==> src/rtl/fetch_unit.sv <==
// Instruction prefetch unit: keeps a small FIFO of fetched instructions ahead of
// the decoder, with one outstanding memory request, branch flush and sticky halt.
module fetch_unit #(
    parameter int AW = 16,
    parameter int IW = 16,
    parameter int DEPTH = 4,
    parameter logic [AW-1:0] RESET_PC = '0
) (
    input  logic          clk,
    input  logic          rst_n,
    output logic          imem_req,
    output logic [AW-1:0] imem_addr,
    input  logic          imem_ack,
    input  logic [IW-1:0] imem_data,
    output logic          dec_valid,
    output logic [IW-1:0] dec_instr,
    output logic [AW-1:0] dec_pc,
    input  logic          dec_ready,
    input  logic          br_valid,
    input  logic [2:0]    br_cond,
    input  logic [2:0]    br_flags,
    input  logic [AW-1:0] br_target,
    output logic          hlt,
    output logic [AW-1:0] pc
);

    localparam int PW = $clog2(DEPTH);
    localparam logic [PW:0] FULL = (PW+1)'(DEPTH);

    logic [IW-1:0] buf_instr [DEPTH];
    logic [AW-1:0] buf_pc    [DEPTH];
    logic [PW-1:0] head, tail;
    logic [PW:0]   count, count_next;
    logic          req, discard, hlt_q, halt_pend;
    logic [AW-1:0] pc_q, addr_q;

    logic cond_true, taken, pop, push, hold, issue, hlt_pop;
    logic hlt_next, pend_next, req_next, discard_next;
    logic [AW-1:0] pc_next, addr_next;

    // Flags are ordered {Z,V,N}.
    always_comb begin
        cond_true = 1'b0;
        case (br_cond)
            3'b000: cond_true = !br_flags[2];
            3'b001: cond_true = br_flags[2];
            3'b010: cond_true = !br_flags[2] && !br_flags[0];
            3'b011: cond_true = br_flags[0];
            3'b100: cond_true = br_flags[2] || (!br_flags[2] && !br_flags[0]);
            3'b101: cond_true = br_flags[2] || br_flags[0];
            3'b110: cond_true = br_flags[1];
            default: cond_true = 1'b1;
        endcase
    end

    always_comb begin
        taken     = br_valid && cond_true && !hlt_q;
        dec_valid = (count != '0) && !hlt_q;
        pop       = dec_valid && dec_ready;
        push      = req && imem_ack && !discard && !taken && !hlt_q;
        hlt_pop   = pop && (buf_instr[head][IW-1 -: 4] == 4'hF);
        hlt_next  = hlt_q || (hlt_pop && !taken);
        // An HLT sitting in the buffer stops prefetch; a flush removes it.
        pend_next = taken ? 1'b0
                  : (halt_pend || (push && (imem_data[IW-1 -: 4] == 4'hF)));
        count_next = taken ? '0 : count + (PW+1)'(push) - (PW+1)'(pop);
        pc_next = taken ? {br_target[AW-1:1], 1'b0}
                : push  ? pc_q + AW'(2)
                : pc_q;
        hold  = req && !imem_ack;
        issue = !hold && !hlt_next && !pend_next && (count_next < FULL);
        req_next  = hold || issue;
        addr_next = hold ? addr_q : pc_next;
        // A request held across a flush or halt returns data that must be dropped.
        discard_next = hold && (discard || taken || hlt_next);
    end

    always_ff @(posedge clk or negedge rst_n) begin
        if (!rst_n) begin
            pc_q      <= RESET_PC;
            addr_q    <= RESET_PC;
            req       <= 1'b0;
            discard   <= 1'b0;
            hlt_q     <= 1'b0;
            halt_pend <= 1'b0;
            count     <= '0;
            head      <= '0;
            tail      <= '0;
        end else begin
            pc_q      <= pc_next;
            addr_q    <= addr_next;
            req       <= req_next;
            discard   <= discard_next;
            hlt_q     <= hlt_next;
            halt_pend <= pend_next;
            count     <= count_next;
            if (taken) begin
                head <= '0;
                tail <= '0;
            end else begin
                if (push) tail <= tail + PW'(1);
                if (pop)  head <= head + PW'(1);
            end
        end
    end

    always_ff @(posedge clk) begin
        if (push) begin
            buf_instr[tail] <= imem_data;
            buf_pc[tail]    <= addr_q;
        end
    end

    assign imem_req  = req;
    assign imem_addr = addr_q;
    assign dec_instr = buf_instr[head];
    assign dec_pc    = buf_pc[head];
    assign hlt       = hlt_q;
    assign pc        = pc_q;

endmodule

==> config.mk <==
export PLATFORM = sky130hd
export DESIGN_NAME = fetch_unit
export DESIGN_NICKNAME = d
export VERILOG_FILES = /design/src/rtl/fetch_unit.sv
export SDC_FILE = /design/constraint.sdc
export NUM_CORES = 1
export LEC_CHECK = 0
export ABC_AREA = 0
export CAP_MARGIN = 0
export CELL_PAD_IN_SITES_DETAIL_PLACEMENT = 1
export CELL_PAD_IN_SITES_GLOBAL_PLACEMENT = 1
export CORE_ASPECT_RATIO = 0.9
export CORE_MARGIN = 4
export CORE_UTILIZATION = 49
export CTS_CLUSTER_DIAMETER = 60
export DETAILED_ROUTE_END_ITERATION = 6
export GPL_TIMING_DRIVEN = 0
export HOLD_SLACK_MARGIN = 0.15
export PLACE_DENSITY = 0.82
export SYNTH_ARGS = -nofsm -noshare
export SYNTH_HDL_FRONTEND = slang
export SYNTH_SLANG_ARGS = --single-unit
==> constraint.sdc <==
create_clock -name clk -period 7.1 [get_ports clk]
set_input_delay 0.71 -clock clk [delete_from_list [all_inputs] [get_ports clk]]
set_output_delay 0.71 -clock clk [all_outputs]
set_load 0.005 [all_outputs]
* Word level (Yosys, flattened, before mapping)
Memory sizes are Yosys's and may differ from the RTL's. Cells that the tools add are included.
Operators by class: add/sub/neg operators 5, order comparisons 1, eq/ne operators 8, mux-type cells 11, reductions and logical operators 37
Operators with widths (count):
- two-way mux 16 bit | 2
- logical AND 1 bit | 17
- adder 16 x 2 -> 16 bit, second input constant | 1
- == test 3 bit, second input constant | 3
- zero test 1 bit | 9
- == test 4 bit, second input constant | 2
- two-way mux 2 bit | 4
- logical OR 1 bit | 7
- case mux 1 bit (7 select lines) | 1
- == test 3 x 2 -> 1 bit, second input constant | 2
- adder 2 x 1 -> 2 bit, second input constant | 2
- nonzero test 2 bit | 2
- adder 3 x 1 -> 3 bit | 1
- == test 3 x 1 -> 1 bit, second input constant | 1
- zero test 3 bit | 1
- less-than comparator 3 bit, second input constant | 1
- two-way mux 1 bit | 3
- two-way mux 3 bit | 1
- nonzero test 3 bit | 1
- subtractor 3 x 1 -> 3 bit | 1
Storage, ports and cells: flip-flop bits (word level) 43, memory bits (writable) 128, input bits 43, output and inout bits 67, logic and storage cells 73, memories kept 2
Memories:
- buf_instr | words 4, bits a word 16, read ports 1, clocked after memory_dff 0, write ports 1, line 30 | logic [IW-1:0] buf_instr [DEPTH];
- buf_pc | words 4, bits a word 16, read ports 1, clocked after memory_dff 0, write ports 1, line 31 | logic [AW-1:0] buf_pc [DEPTH];

* Depth between registers and ports, before layout
Gate-level depths: netlist (run 1).
word-level depth 16, gate-level depth with buffers 14, mapped depth without buffers 12

* Worst setup path before layout (run 1)
No wires, ideal clock.
path type in2reg, from input br_cond[1], to register req, in the netlist imem_req, library setup time 0.095 ns, arrival time 3.295 ns, data required time 7.005 ns, slack 3.710 ns, stages on the path 14, path buffers 2, cells stage by stage or3b_1 -> a311oi_2 -> or3_1 -> buf_6 -> clkbuf_2 -> nand2_1 -> ha_1 -> inv_1 -> ha_1 -> fa_1 -> xnor2_1 -> xnor2_1 -> nand2_1 -> o31ai_1
Between the ends: word-level cells in the longest chain between the ends 14, elaborated cells between the ends (all ways) 28, classes of those cells add/sub (2); order compare (1); eq/ne (6); mux (3); reduce/logical (16)
RTL lines:
- start, declared | line 20 | input logic [2:0] br_cond,
- == test 3 bit, or another cell as far along | line 44 | case (br_cond)
- case mux 1 bit (7 select lines) * | line 44
- logical AND 1 bit * (2 in a row) | line 57 | taken = br_valid && cond_true && !hlt_q;
- parallel branches: the longest is 8 deep, another holds adder 3 x 1 -> 3 bit
- logical AND 1 bit * | line 71 | issue = !hold && !hlt_next && !pend_next && (count_next < FULL);
- logical OR 1 bit * | line 72 | req_next = hold || issue;
- named net req_next | line 38 | logic hlt_next, pend_next, req_next, discard_next;
- end signal, assigned | line 92 | req <= req_next;
- end, declared | line 34 | logic req, discard, hlt_q, halt_pend;
Mark *: on every way through the listed nets, which the timed path passes. A chain may end at the register's enable or synchronous reset.

* Worst setup path in the final report (run 1)
Same ends and word-level chain as after synthesis.

==> results.sh, run 1 <==
export IMPL_crit_path_end_kind="flop"
export IMPL_clock_skews_ns=0.00848
export IMPL_wl_per_cell_um=22.8
export IMPL_met2_layer_wire_length_in_the_routed_design_mm=8.10
export IMPL_syn_instance_count=371
export IMPL_setup_tns_ns=0
export IMPL_drc_errors=0
export IMPL_ant_nets=0
export IMPL_design_final_nets=551
export IMPL_clk_path_buf_depth=2
export IMPL_via_per_inst=5.47
export IMPL_groute_usage_overall=0.213
export IMPL_mostFrequentLayoutCell="sky130_fd_sc_hd__edfxtp_1"
export IMPL_final_setup_viol_count=0
export IMPL_start_kind="input port"
export IMPL_start_util=0.508
export IMPL_buffer_ports_inserted=108
export IMPL_leading_cell_types_in_the_layout_fill_and_taps_excluded="sky130_fd_sc_hd__edfxtp_1, sky130_fd_sc_hd__clkdlybuf4s50_1, sky130_fd_sc_hd__dfrtp_1, sky130_fd_sc_hd__mux4_2"
export IMPL_max_cap_viol_count=0
export IMPL_global_route_overflow_total=0
export IMPL_antennaDiodeCount=0
export IMPL_largest_vdd_supply_drop_mv=0.205
export IMPL_rows=40
export IMPL_synth_area_per_cell_um2=18.6
export IMPL_worst_hold_slack_across_all_endpoints_ns=0.525
export IMPL_cp_arrival_ns=4.22
export IMPL_grt_pass1_vias=4362
export IMPL_detailedPlacementHpwl_mm=10.7
export IMPL_chipWidth_um=133
export IMPL_synth_seq_cells=171
export IMPL_timing_worst_setup_path_type="input port to flop"
export IMPL_dp_slack_ns=2.80
export IMPL_yosys_synthesis_warning_count=0
export IMPL_post_cts_setup_buffers=0
export IMPL_async_flop_share=0.251
export IMPL_tritoncts_num_sinks=171
export IMPL_finalCoreUtilization=0.646
export IMPL_synthDistinctLibCells=46
export IMPL_worst_slew_margin_rel=0.373
export IMPL_numCtsBuffers=17
export IMPL_run_status="finished clean"
export IMPL_place_area_um2=8230
export IMPL_report_final_hold_viol_count=0
export IMPL_mappedNetlistArea_um2=6890
export IMPL_finalInstanceArea_um2=8760
export IMPL_totalPowerFinal_mw=3.58
export IMPL_antenna_found_initial=0
export IMPL_grt_setup_unrepaired="no"
export IMPL_drt_first_pass_iters=4
export IMPL_clock_fmax_mhz=256
export IMPL_dieArea_um2=16000
export IMPL_synth_edf_count=128
export IMPL_slew_at_the_pin_closest_to_its_max_slew_limit_ns=0.941
export IMPL_growth_of_design_area_from_synthesis_to_finish_pct=27.1
export IMPL_register_clock_pin_slew_on_the_reported_worst_setup_and_hold_paths_ns=0.06
export IMPL_clk_insertion_delay_late_ns=0.42
export IMPL_grt_start_max_net_pins=40
export IMPL_ys_seq_area_frac=0.714
export IMPL_design_portCount=110
export IMPL_power_per_cell_area_nw_per_um2=408
export IMPL_ys_flop_type="sky130_fd_sc_hd__edfxtp_1"
export IMPL_hold_path_class="flop to flop"
export IMPL_crit_path_time_final_ns=3.91
export IMPL_routed_wirelength_mm=16.0
export IMPL_syn_num_nets=422
export IMPL_drt_initial_drc_count=320
export IMPL_wl_met3_um=865
export IMPL_uppermost_signal_routing_layer_after_detailed_routing="met4"
export IMPL_final_instance_count_without_filler_cells=702
export IMPL_globalplace_congestion=0.781
export IMPL_grt_pass1_wl_mm=25.4
export IMPL_worst_path_required_time_ns=7.42
export IMPL_number_of_inserted_filler_cells_in_the_final_layout=1207
export IMPL_clockRootBuffer="sky130_fd_sc_hd__clkbuf_16"
export IMPL_timing_final_crit_share=0.550
export IMPL_coreArea_um2=13600
export IMPL_detail_route_wirelength_met1_mm=6.93
export IMPL_cts_tree="done"
export IMPL_htree_levels=4
export IMPL_die_height_um=120
export IMPL_drive_above_1_share=0.191
export IMPL_fin_ws_ns=3.19
export IMPL_route_vias_total=3842
export IMPL_maxSlewViolCount=0
export IMPL_dp_cells=669
export IMPL_worst_path_max_fanout=10
export IMPL_leakagePower_nw=3.06
[synthesized netlist by cell type (4+ instances only)]
cell	instances	share of area
sky130_fd_sc_hd__and3_1	4	0.0036
sky130_fd_sc_hd__clkbuf_1	10	0.0054
sky130_fd_sc_hd__dfrtp_1	43	0.16
sky130_fd_sc_hd__edfxtp_1	128	0.56
sky130_fd_sc_hd__ha_1	7	0.013
sky130_fd_sc_hd__inv_1	11	0.0060
sky130_fd_sc_hd__mux2_2	11	0.018
sky130_fd_sc_hd__mux2_4	12	0.026
sky130_fd_sc_hd__mux4_2	32	0.10
sky130_fd_sc_hd__nand2_1	16	0.0087
sky130_fd_sc_hd__nand4_1	6	0.0054
sky130_fd_sc_hd__nor2_1	12	0.0065
sky130_fd_sc_hd__nor3_1	9	0.0065
sky130_fd_sc_hd__nor4_1	6	0.0054
sky130_fd_sc_hd__o21ai_0	4	0.0029
sky130_fd_sc_hd__or3_1	4	0.0036
sky130_fd_sc_hd__xnor2_1	10	0.013
sky130_fd_sc_hd__xor2_1	5	0.0064
[registers in the layout (all words and copies together) (netlist names)]
name       count
pc            16
head           2
imem_req       1
tail           2
buf_pc        64
hlt            1
discard        1
halt_pend      1
buf_instr     64
imem_addr     16
count          3
[timing repair]
action | CTS | global route
hold buffers | 1 | 0
gates resized for setup | 0 | 0
endpoints found under the hold margin | 4 | 0
endpoints found under the setup margin | 0 | 0
[power breakdown]
part	total [mW]	internal, mW	switching (mW)
clock	0.837	0.467	0.370
combinational	1.24	0.734	0.508
sequential	1.50	1.32	0.178
[kinds of logic (layout without fill, tap and decap cells)]
| kind of cell | Yosys count | after routing | share of synthesized area |
|---|---|---|---|
| xor+xnor | 15 | 15 | 0.0191 |
| flops | 171 | 171 | 0.714 |
| buf+inv | 28 | 170 | 0.0194 |
| simple gates | 74 | 74 | 0.0576 |
| fa+ha+maj | 8 | 8 | 0.0156 |
| compound gates | 20 | 20 | 0.0256 |
| mux | 55 | 55 | 0.149 |
[metal layers]
metal | GRT usage | vias up
met5 | 0 | -
met4 | 0.0766 | 0
met3 | 0.0653 | 8
met2 | 0.350 | 119
met1 | 0.271 | 2005
li1 | - | 1710
[path summary, 6_finish.rpt]
path,cells past startpoint,startpoint,slack [ns],to
worst max-delay path,15,br_cond[1],3.19,imem_req
worst min-delay path,2,halt_pend,0.52,halt_pend
worst max register to register,11,hlt,3.91,imem_req
worst min register to register,2,halt_pend,0.52,halt_pend
max in group asynchronous,3,rst_n,6.01,imem_addr[10]
min in group asynchronous,2,rst_n,0.64,imem_addr[1]
[critical path: stages]
cell and delay, ns:
sky130_fd_sc_hd__clkdlybuf4s50_1 0.52, sky130_fd_sc_hd__or3b_1 0.43, sky130_fd_sc_hd__a311oi_2 0.38, sky130_fd_sc_hd__or3_1 0.18, sky130_fd_sc_hd__buf_6 0.14, sky130_fd_sc_hd__clkbuf_2 0.24, sky130_fd_sc_hd__nand2_1 0.09, sky130_fd_sc_hd__ha_1 0.30
sky130_fd_sc_hd__inv_1 0.04, sky130_fd_sc_hd__ha_1 0.19, sky130_fd_sc_hd__fa_1 0.39, sky130_fd_sc_hd__xnor2_1 0.17, sky130_fd_sc_hd__xnor2_1 0.15, sky130_fd_sc_hd__nand2_1 0.07, sky130_fd_sc_hd__o31ai_1 0.22
[area by class of cell]
cell class,count,area [um2],share of cell area
buffer,17,92.6,0.0106
clock buffer,26,479,0.0547
clock inverter,6,42.5,0.00486
inverter,11,41.3,0.00471
multi-input combinational,172,1840,0.210
sequential,171,4920,0.562
tap,189,236,0.0270
timing repair buffer,110,1110,0.126
Note: power is estimated with default switching activity, not from simulation.
==> inputs of run 2 (changes only) <==
Settings changed: CORE_UTILIZATION 49 to 45, PLACE_DENSITY 0.82 to 0.76.
Clock period 7.1 ns to 4.1 ns, I/O delays scaled along.
==> run 2 against run 1 <==
Hold slack worse by 0.071 ns. Flip-flop and latch count unchanged. Clock-buffer cell count down 5.
==> results.sh, run 2 (synthesized netlist as in run 1, its figures left out) <==
export IMPL_crit_path_time_final_ns=3.55
export IMPL_clk_insertion_delay_late_ns=0.42
export IMPL_timing_critical_path_slowest_cell_delay_ns=0.52
export IMPL_finalInstanceArea_um2=8830
export IMPL_report_final_hold_viol_count=0
export IMPL_antennaDiodeCount=0
export IMPL_share_of_power_burned_in_combinational_logic=0.347
export IMPL_run_status="finished clean"
export IMPL_detailedPlacementHpwl_mm=10.7
export IMPL_grt_start_max_net_pins=33
export IMPL_start_kind="input port"
export IMPL_die_height_um=125
export IMPL_tritoncts_num_sinks=171
export IMPL_register_clock_pin_slew_on_the_reported_worst_setup_and_hold_paths_ns=0.06
export IMPL_reg_largest_list="buf_instr x64, buf_pc x64"
export IMPL_crit_reg2reg_capture="imem_req"
export IMPL_crit_path_end_kind="flop"
export IMPL_slew_at_the_pin_closest_to_its_max_slew_limit_ns=0.951
export IMPL_timing_critical_path_depth=15
export IMPL_antenna_found_initial=0
export IMPL_hold_path_class="input port to asynchronous set/reset pin"
export IMPL_switchingPower_mw=1.84
export IMPL_power_per_cell_area_nw_per_um2=707
export IMPL_leading_cell_types_in_the_layout_fill_and_taps_excluded="sky130_fd_sc_hd__edfxtp_1, sky130_fd_sc_hd__clkdlybuf4s50_1, sky130_fd_sc_hd__dfrtp_1, sky130_fd_sc_hd__mux4_2, sky130_fd_sc_hd__clkbuf_16"
export IMPL_buffer_ports_inserted=108
export IMPL_worst_path_dominant_cell_family="buffers and inverters"
export IMPL_clockPowerShare=0.239
export IMPL_largest_vdd_supply_drop_mv=0.360
export IMPL_via_per_inst=5.43
export IMPL_htree_levels=4
export IMPL_place_area_um2=8280
export IMPL_routed_wirelength_mm=16.0
export IMPL_worst_hold_slack_across_all_endpoints_ns=0.453
export IMPL_r2r_worst_path_cells=11
export IMPL_timing_critical_path_slowest_stage_cell="sky130_fd_sc_hd__clkdlybuf4s50_1"
export IMPL_leakagePower_nw=3.10
export IMPL_clock_skews_ns=0.00791
export IMPL_worst_path_required_time_ns=4.42
export IMPL_globalplace_congestion=0.781
export IMPL_rows=42
export IMPL_numCtsBuffers=17
export IMPL_cp_startpoint="br_cond[1]"
export IMPL_postCtsResizedCells=0
export IMPL_chipWidth_um=138
export IMPL_setup_reg_to_reg_worst_slack_ns=0.91
export IMPL_ant_nets=0
export IMPL_totalPowerFinal_mw=6.25
export IMPL_grt_pass1_vias=4297
export IMPL_crit_end="imem_req"
export IMPL_clockRootBuffer="sky130_fd_sc_hd__clkbuf_16"
export IMPL_global_route_overflow_total=0
export IMPL_critical_path_n_buffers_inverters=4
export IMPL_design_final_nets=553
export IMPL_grt_pass1_wl_mm=25.4
export IMPL_coreArea_um2=14900
export IMPL_drt_initial_drc_count=222
export IMPL_maxSlewViolCount=0
export IMPL_worst_slew_margin_rel=0.366
export IMPL_crit_chain="clkdlybuf4s50_1 > or3b_1 > a311oi_2 > or3_1 > buf_6 > clkbuf_2 > nand2_1 > ha_1 > inv_1 > ha_1 > fa_1 > xnor2_1 > xnor2_1 > nand2_1 > o31ai_1"
export IMPL_growth_of_design_area_from_synthesis_to_finish_pct=28.2
export IMPL_post_cts_setup_buffers=0
export IMPL_dieArea_um2=17400
export IMPL_clk_path_buf_depth=2
export IMPL_timing_worst_setup_path_type="input port to flop"
export IMPL_number_of_inserted_filler_cells_in_the_final_layout=1350
export IMPL_drt_first_pass_iters=4
export IMPL_final_setup_viol_count=0
export IMPL_route_vias_total=3869
export IMPL_wl_per_cell_um=22.4
export IMPL_cp_arrival_ns=3.87
export IMPL_drc_errors=0
export IMPL_drive_above_1_share=0.200
export IMPL_worst_path_max_fanout=10
export IMPL_groute_usage_overall=0.194
export IMPL_final_instance_count_without_filler_cells=713
export IMPL_sw_frac=0.294
export IMPL_intPower_mw=4.41
export IMPL_grt_setup_unrepaired="no"
export IMPL_timing_final_crit_share=0.867
export IMPL_cts_tree="done"
export IMPL_clock_fmax_mhz=281
export IMPL_reg2reg_from="hlt"
export IMPL_p_seq_frac=0.414
export IMPL_start_util=0.463
export IMPL_mostFrequentLayoutCell="sky130_fd_sc_hd__edfxtp_1"
export IMPL_max_cap_viol_count=0
export IMPL_design_portCount=110
export IMPL_dp_cells=680
[run 2: metal layers]
layer / global-route usage / up-vias / part of all wire
met1: 0.260 / 2017 / 0.44
met5: 0 / - / 0
met2: 0.313 / 123 / 0.50
li1: - / 1717 / -
met3: 0.0565 / 12 / 0.055
met4: 0.0529 / 0 / 0.012
[run 2: repair_timing]
item | CTS | global route
hold buffers | 1 | 0
endpoints found under the hold margin | 15 | 0
endpoints found under the setup margin | 0 | 0
[run 2: layout make-up]
cell class,instances,area [um2],share of cell area
flip-flops and latches,171,4920,0.557
multi-input cells,172,1840,0.208
repair buffers,112,1150,0.130
clock buffers,21,450,0.0510
well taps,198,248,0.0280
clock inverters,11,93.8,0.0106
plain buffers,17,92.6,0.0105
inverters,11,41.3,0.00467
[run 2: worst register-to-register path: cells and delay by family (launching register included)]
kind / cells / cell delay (ns)
buf+inv: 2 / 0.49
flops: 1 / 0.46
fa+ha+maj: 3 / 0.85
compound gates: 1 / 0.21
xor+xnor: 2 / 0.36
simple gates: 3 / 0.72
[run 2: metrics by stage]
step           utilization  setup TNS, ns  setup WS, ns
5_1_grt              0.594              0         0.252
3_5_place_dp         0.557              0         0.123
2_1_floorplan            -              0          1.01
4_1_cts              0.594              0         0.531
6_report             0.594              0         0.547
3_3_place_gp         0.553          -5.21       -0.0622
[run 2: worst min-delay path by stage]
stage	from	endpoint	cells past startpoint
2_1_floorplan	rst_n	count[0]	0
3_3_place_gp	halt_pend	halt_pend	2
6_report	rst_n	imem_addr[1]	2
3_5_place_dp	rst_n	imem_addr[3]	1
4_1_cts	rst_n	imem_addr[3]	2
5_1_grt	rst_n	imem_addr[3]	2
[run 2: power groups by stage]
stage / logic [mW] / registers [mW] / clock network, mW
6_report: 2.17 / 2.59 / 1.49
5_1_grt: 2.35 / 2.64 / 1.61
4_1_cts: 2.21 / 2.59 / 1.53
3_5_place_dp: 2.19 / 2.62 / 0
3_3_place_gp: 2.12 / 2.59 / 0
2_1_floorplan: 1.09 / 2.54 / 0
